File: src/rtl/riscv_pkg.sv
// Shared RV32I pipeline definitions: widths, reset PC, NOP encoding, fetch FSM states.
package riscv_pkg;

    localparam int          XLEN         = 32;
    localparam logic [31:0] NOP_INSTR    = 32'h0000_0013;
    localparam logic [31:0] RESET_PC_DEF = 32'h0000_0000;

    typedef enum logic {
        RUN   = 1'b0,
        FAULT = 1'b1
    } fetch_state_e;

    // A PC is unusable if it is not word aligned or the word would run past the end of imem.
    function automatic logic pc_is_bad(input logic [31:0] p, input logic [31:0] last_ok);
        return (p[1:0] != 2'b00) || (p > last_ok);
    endfunction

endpackage

File: src/rtl/if_id_reg.sv
// IF/ID pipeline register: holds one fetched word plus its PC behind a valid bit.
// flush beats load beats clr; with none asserted the contents hold (stall).
module if_id_reg
    import riscv_pkg::*;
#(
    parameter int W = 32
) (
    input  logic         clk,
    input  logic         rst,
    input  logic         flush,
    input  logic         load,
    input  logic         clr,
    input  logic [W-1:0] in_instr,
    input  logic [W-1:0] in_pc,
    output logic         valid,
    output logic [W-1:0] instr,
    output logic [W-1:0] pc
);

    // Valid bit and payload; payload only changes on a load so it stays stable while stalled.
    always_ff @(posedge clk) begin
        if (rst) begin
            valid <= 1'b0;
            instr <= W'(NOP_INSTR);
            pc    <= '0;
        end else if (flush) begin
            valid <= 1'b0;
        end else if (load) begin
            valid <= 1'b1;
            instr <= in_instr;
            pc    <= in_pc;
        end else if (clr) begin
            valid <= 1'b0;
        end
    end

endmodule

File: src/rtl/pc_fetch_unit.sv
// Instruction-fetch stage: owns the PC, fetches from a combinational imem,
// hands words to decode over valid/ready, and halts sticky on a bad PC.
module pc_fetch_unit
    import riscv_pkg::*;
#(
    parameter int          XLEN       = riscv_pkg::XLEN,
    parameter logic [31:0] RESET_PC   = RESET_PC_DEF,
    parameter int          IMEM_BYTES = 64
) (
    input  logic            clk,
    input  logic            rst,
    output logic [XLEN-1:0] imem_addr,
    input  logic [XLEN-1:0] imem_rdata,
    input  logic            redirect_valid,
    input  logic [XLEN-1:0] redirect_pc,
    output logic            id_valid,
    input  logic            id_ready,
    output logic [XLEN-1:0] id_instr,
    output logic [XLEN-1:0] id_pc,
    output logic            fetch_fault,
    output logic [31:0]     fetch_count
);

    localparam logic [31:0] LAST_OK = 32'(IMEM_BYTES - 4);

    fetch_state_e    state_q, state_d;
    logic [XLEN-1:0] pc_q, pc_d;
    logic            fault_d;
    logic            adv, pc_bad, rd_bad;
    logic            ir_flush, ir_load, ir_clr;

    assign imem_addr = pc_q;
    assign adv       = !id_valid || id_ready;
    assign pc_bad    = pc_is_bad(32'(pc_q), LAST_OK);
    assign rd_bad    = pc_is_bad(32'(redirect_pc), LAST_OK);

    // Next-state, next-PC and IF/ID control; a redirect always wins over fetch/stall.
    always_comb begin
        state_d  = state_q;
        pc_d     = pc_q;
        fault_d  = fetch_fault;
        ir_flush = 1'b0;
        ir_load  = 1'b0;
        ir_clr   = 1'b0;
        case (state_q)
            RUN: begin
                if (redirect_valid) begin
                    ir_flush = 1'b1;
                    pc_d     = redirect_pc;
                    if (rd_bad) begin
                        state_d = FAULT;
                        fault_d = 1'b1;
                    end
                end else if (adv) begin
                    if (!pc_bad) begin
                        ir_load = 1'b1;
                        pc_d    = pc_q + XLEN'(4);
                    end else begin
                        ir_clr  = 1'b1;
                        state_d = FAULT;
                        fault_d = 1'b1;
                    end
                end
            end
            FAULT: begin
                if (redirect_valid) begin
                    ir_flush = 1'b1;
                    pc_d     = redirect_pc;
                    if (!rd_bad) begin
                        state_d = RUN;
                        fault_d = 1'b0;
                    end
                end else if (adv) begin
                    ir_clr = 1'b1;
                end
            end
            default: state_d = RUN;
        endcase
    end

    // PC, FSM state, sticky fault and accepted-instruction counter.
    always_ff @(posedge clk) begin
        if (rst) begin
            state_q     <= RUN;
            pc_q        <= XLEN'(RESET_PC);
            fetch_fault <= 1'b0;
            fetch_count <= '0;
        end else begin
            state_q     <= state_d;
            pc_q        <= pc_d;
            fetch_fault <= fault_d;
            if (id_valid && id_ready)
                fetch_count <= fetch_count + 32'd1;
        end
    end

    if_id_reg #(.W(XLEN)) u_if_id (
        .clk      (clk),
        .rst      (rst),
        .flush    (ir_flush),
        .load     (ir_load),
        .clr      (ir_clr),
        .in_instr (imem_rdata),
        .in_pc    (pc_q),
        .valid    (id_valid),
        .instr    (id_instr),
        .pc       (id_pc)
    );

endmodule
File: config.mk
export PLATFORM = sky130hd
export DESIGN_NAME = pc_fetch_unit
export DESIGN_NICKNAME = d
export VERILOG_FILES = /design/src/rtl/riscv_pkg.sv /design/src/rtl/if_id_reg.sv /design/src/rtl/pc_fetch_unit.sv
export SDC_FILE = /design/constraint.sdc
export NUM_CORES = 1
export LEC_CHECK = 0
export CORE_ASPECT_RATIO = 0.9
export CORE_UTILIZATION = 51
export CTS_CLUSTER_DIAMETER = 150
export DETAILED_ROUTE_END_ITERATION = 8
export GPL_TIMING_DRIVEN = 0
export PLACE_DENSITY_LB_ADDON = 0.1
export SLEW_MARGIN = 20
export SYNTH_ARGS = -nofsm -noshare
export SYNTH_HDL_FRONTEND = slang
export SYNTH_HIERARCHICAL = 1
export SYNTH_SLANG_ARGS = --single-unit
File: constraint.sdc
create_clock -name clk -period 8.1 [get_ports clk]
set_clock_uncertainty 0.15 [all_clocks]
set_input_delay 0.81 -clock clk [delete_from_list [all_inputs] [get_ports clk]]
set_output_delay 0.81 -clock clk [all_outputs]
set_load 0.05 [all_outputs]
==> results.md <==
* Run status: finished clean
* Flops & latches, synth at 131
* Delay of the slowest cell on the worst path at 0.78 ns
* Vias in the first global route at 6045
* Final-stage net count at 967
* Antenna Nets Post-Route at 0
* Fin crit share at 47.5%
* Int Power at 1.28 mW
* Initial antenna violation count at 0
* Count of flip-flops with a built-in enable after synthesis at 0
* Mapped cell area at 6420 µm²
* Post-synthesis net count at 752
* Number of setup buffers added after CTS at 0
* Critical path class: input port to register
* Crit path setup slack, layout at 4.25 ns
* Total grt overflow at 0
* Length of routed met2 wiring at 9330 µm
* Number of hold buffers added after CTS at 0
* Class of the most critical hold timing path: register to register
* Portion of total power attributed to sequential cells at 40.9%
* Port Buffers at 196
* Final weighted congestion in routability-driven placement at 0.898
* Maximum vdd drop at 0.142 mV
* Global-route usage over all layers at 30.7%
* Warning count from the yosys run at 6
* Worst setup path end: u_if_id/pc[0]
* CTS tree: yes
* Buffers from clock root to sink, at most at 2
* Overall die area at 13000 µm²
* Count of final max-slew check failures at 0
* Die boundary height at 108 µm
* Total of cells resized after clock tree synthesis at 0
* Total detailed-routing wirelength at 20000 µm
* Remaining DRCs at 0
* Fraction of synthesized cell area taken by the top area cell type at 40.8%
* Number of distinct library cells after synthesis at 59
* Worst relative slew slack at 30.6%
* Number of cells traversed by the worst register-to-register path at 8
* Number of clock sinks seen by CTS at 131
* Portion of the post-synthesis area used by sequential elements at 40.8%
* Reg-to-Reg End: u_if_id/pc[0]
* Data arrival time of the critical path at 3.99 ns
* Via count at 6227
* Die width at 120 µm
* DRT iter0 DRCs at 496
* Internal reg-to-reg setup slack at 4.90 ns
* Least-Margin Pin Slew at 1.03 ns
* Synth Instances at 682
* Sort of element at the end of the critical path: register
* NetSw at 0.381 mW
* Portion of total power attributed to the clock network at 48.4%
* Most used cell, CP: sky130_fd_sc_hd__clkbuf_1
* Most area-hungry cell type in the Yosys netlist: sky130_fd_sc_hd__dfxtp_1
* Pin count of the biggest net entering global routing at 17
* Core Region at 12200 µm²
* Number of maximum-capacitance constraint violations at 0
* Cell types occupying the most area after synthesis: sky130_fd_sc_hd__dfxtp_1 41%, sky130_fd_sc_hd__nand4bb_1 11%, sky130_fd_sc_hd__nand2b_1 6.0%, sky130_fd_sc_hd__o21ai_2 5.3%, sky130_fd_sc_hd__nor2_1 4.0%
* CTS root buffer: sky130_fd_sc_hd__clkbuf_16
* Initial cell density of the core at 52.7%
* Nature of the critical path startpoint: input port
* Post-placement setup slack at 3.83 ns
* Worst setup path start: redirect_valid
* Sw Share at 23.0%
* Syn avg cell area at 9.41 µm²
* Hold violation count in the final report at 0
* Clock buffers created by TritonCTS at 17
* Share of post-route cells with drive strength above 1 at 10.7%
* First-pass GRT wire length at 31000 µm
* Share of synthesized registers carrying an async set or reset at 0%
* Hold slack at 0.315 ns
* First-pass iteration count of the detailed router at 5
* CP required at 8.24 ns
* Fmax achieved at 0.260 GHz
* Ratio of total power to cell area at 180 nW/µm²
* Gate power share at 10.7%
* Top layer in use: met4
* Number of diodes at 0
* Most used standard cells in the synthesized netlist: 131 x sky130_fd_sc_hd__dfxtp_1, 68 x sky130_fd_sc_hd__nor2_1, 62 x sky130_fd_sc_hd__nand2b_1, 62 x sky130_fd_sc_hd__nand4bb_1, 39 x sky130_fd_sc_hd__o21ai_2
* Deepest level of the CTS H-tree at 4
* Beginning of the worst register-to-register path: imem_addr[28]
* Cells traversed along the worst timing path: clkdlybuf4s50_1 -> or2_2 -> clkbuf_1 -> clkbuf_1 -> nor3b_2 -> nor2b_4 -> buf_8 -> buf_6 -> o21ai_1
* Setup_tns at 0 ns
* Area growth syn-to-layout at 43.5%
* Routed wire length per instance at 18.7 µm
* Crit path time final at 3.85 ns
* Most common cell in the netlist: sky130_fd_sc_hd__dfxtp_1
* Number of rows created at floorplan at 38
* CTS clock-pin slew for the worst setup and hold paths at 0.05 ns
* Met3 routed wirelength at 1760 µm
* Routed via count divided by cell count at 5.83
* Ports placed on the boundary at 198
* Slowest-stage cell, CP: sky130_fd_sc_hd__clkdlybuf4s50_1
* RSZ-0062 raised after global routing: no
* Setup-failing EPs final at 0
* Met1 WL at 8540 µm
* Peak fanout along the critical path at 14
* Insertion delay of the later-clocked pin in the worst-skew pair at 0.41 ns
* Leakage at 3.22 nW
* Most common flop cell mapped by yosys: sky130_fd_sc_hd__dfxtp_1
* Dpl hpwl at 14400 µm
==> kinds of logic (layout without fill, tap and decap cells) <==
group,count (synthesis),in the layout,synth area share (%)
AND/OR/NAND/NOR,329,329,33.2
flip-flops,131,131,40.8
AO/OA/AOI/OAI,118,118,14.0
buffers and inverters,60,286,5.55
XOR/XNOR,31,31,4.23
multiplexers,11,11,1.72
adder cells (fa/ha/maj),2,2,0.390
==> worst min-delay path by stage <==
stage / cells after the start / from / endpoint / slack (ns)
after global routing: 2 / u_if_id/pc[9] / u_if_id/pc[9] / 0.33
after floorplan: 2 / state_q / fetch_fault / 0.40
after detailed placement: 2 / u_if_id/pc[17] / u_if_id/pc[17] / 0.31
final: 2 / u_if_id/pc[17] / u_if_id/pc[17] / 0.32
after CTS: 2 / u_if_id/pc[17] / u_if_id/pc[17] / 0.32
after global placement: 2 / u_if_id/instr[31] / u_if_id/instr[31] / 0.30
==> stage by stage <==
step	total power, mW	util, %	area [µm²]	instances
6_report	1.66	75.7	9210	1068
5_1_grt	1.71	75.7	9210	1068
4_1_cts	1.66	75.7	9210	1068
3_5_place_dp	0.864	70.5	8590	1038
3_3_place_gp	0.861	70.5	8580	1038
2_1_floorplan	0.782	-	6420	682
==> registers in the layout (all words and copies together), names as in the netlist <==
name	flops
u_if_id/valid	1
imem_addr	32
u_if_id/pc	32
fetch_count	32
fetch_fault	1
u_if_id/instr	32
state_q	1
==> layer usage <==
| layer | vias to the layer above | track usage (%) |
|---|---|---|
| met4 | 0 | 11.5 |
| li1 | 2912 | - |
| met1 | 2976 | 39.4 |
| met3 | 32 | 8.33 |
| met2 | 307 | 49.2 |
| met5 | - | 0 |
==> final cells by class <==
| cell class | instances | area, µm² |
|---|---|---|
| multi-input cells | 491 | 3450 |
| fillers | 899 | 2960 |
| flip-flops and latches | 131 | 2620 |
| repair buffers | 196 | 1960 |
| clock buffers | 27 | 533 |
| plain buffers | 54 | 334 |
| well taps | 160 | 200 |
| clock inverters | 3 | 90.1 |
| inverters | 6 | 22.5 |
==> placed cells by master, fill, tap and decap left out, types with 5 or more instances in the layout <==
cell type	n
sky130_fd_sc_hd__a211oi_1	6
sky130_fd_sc_hd__a21oi_1	6
sky130_fd_sc_hd__a22o_1	6
sky130_fd_sc_hd__and2_1	6
sky130_fd_sc_hd__and3_1	7
sky130_fd_sc_hd__and4_1	9
sky130_fd_sc_hd__buf_2	5
sky130_fd_sc_hd__clkbuf_1	36
sky130_fd_sc_hd__clkbuf_16	17
sky130_fd_sc_hd__clkbuf_8	7
sky130_fd_sc_hd__clkdlybuf4s50_1	196
sky130_fd_sc_hd__dfxtp_1	131
sky130_fd_sc_hd__dlygate4sd1_1	5
sky130_fd_sc_hd__inv_1	6
sky130_fd_sc_hd__mux2i_1	11
sky130_fd_sc_hd__nand2_1	35
sky130_fd_sc_hd__nand2b_1	62
sky130_fd_sc_hd__nand3_1	14
sky130_fd_sc_hd__nand4_1	20
sky130_fd_sc_hd__nand4bb_1	62
sky130_fd_sc_hd__nor2_1	68
sky130_fd_sc_hd__nor3_1	11
sky130_fd_sc_hd__nor4_1	15
sky130_fd_sc_hd__o21ai_0	7
sky130_fd_sc_hd__o21ai_1	23
sky130_fd_sc_hd__o21ai_2	39
sky130_fd_sc_hd__xnor2_1	7
sky130_fd_sc_hd__xor2_1	24
==> critical path: cells and delay by family <==
| family | cells | cell delay, ns |
|---|---|---|
| compound gates | 1 | 0.09 |
| buf+inv | 5 | 1.65 |
| simple gates | 3 | 1.42 |
==> power by group through the flow <==
| stage | logic, mW | clock network, mW | registers (mW) |
|---|---|---|---|
| after floorplan | 0.0653 | 0 | 0.717 |
| after global placement | 0.172 | 0 | 0.690 |
| after detailed placement | 0.174 | 0 | 0.690 |
| after CTS | 0.175 | 0.811 | 0.676 |
| after global routing | 0.185 | 0.844 | 0.679 |
| final | 0.177 | 0.803 | 0.678 |
Note: power is estimated with default switching activity, not from simulation.
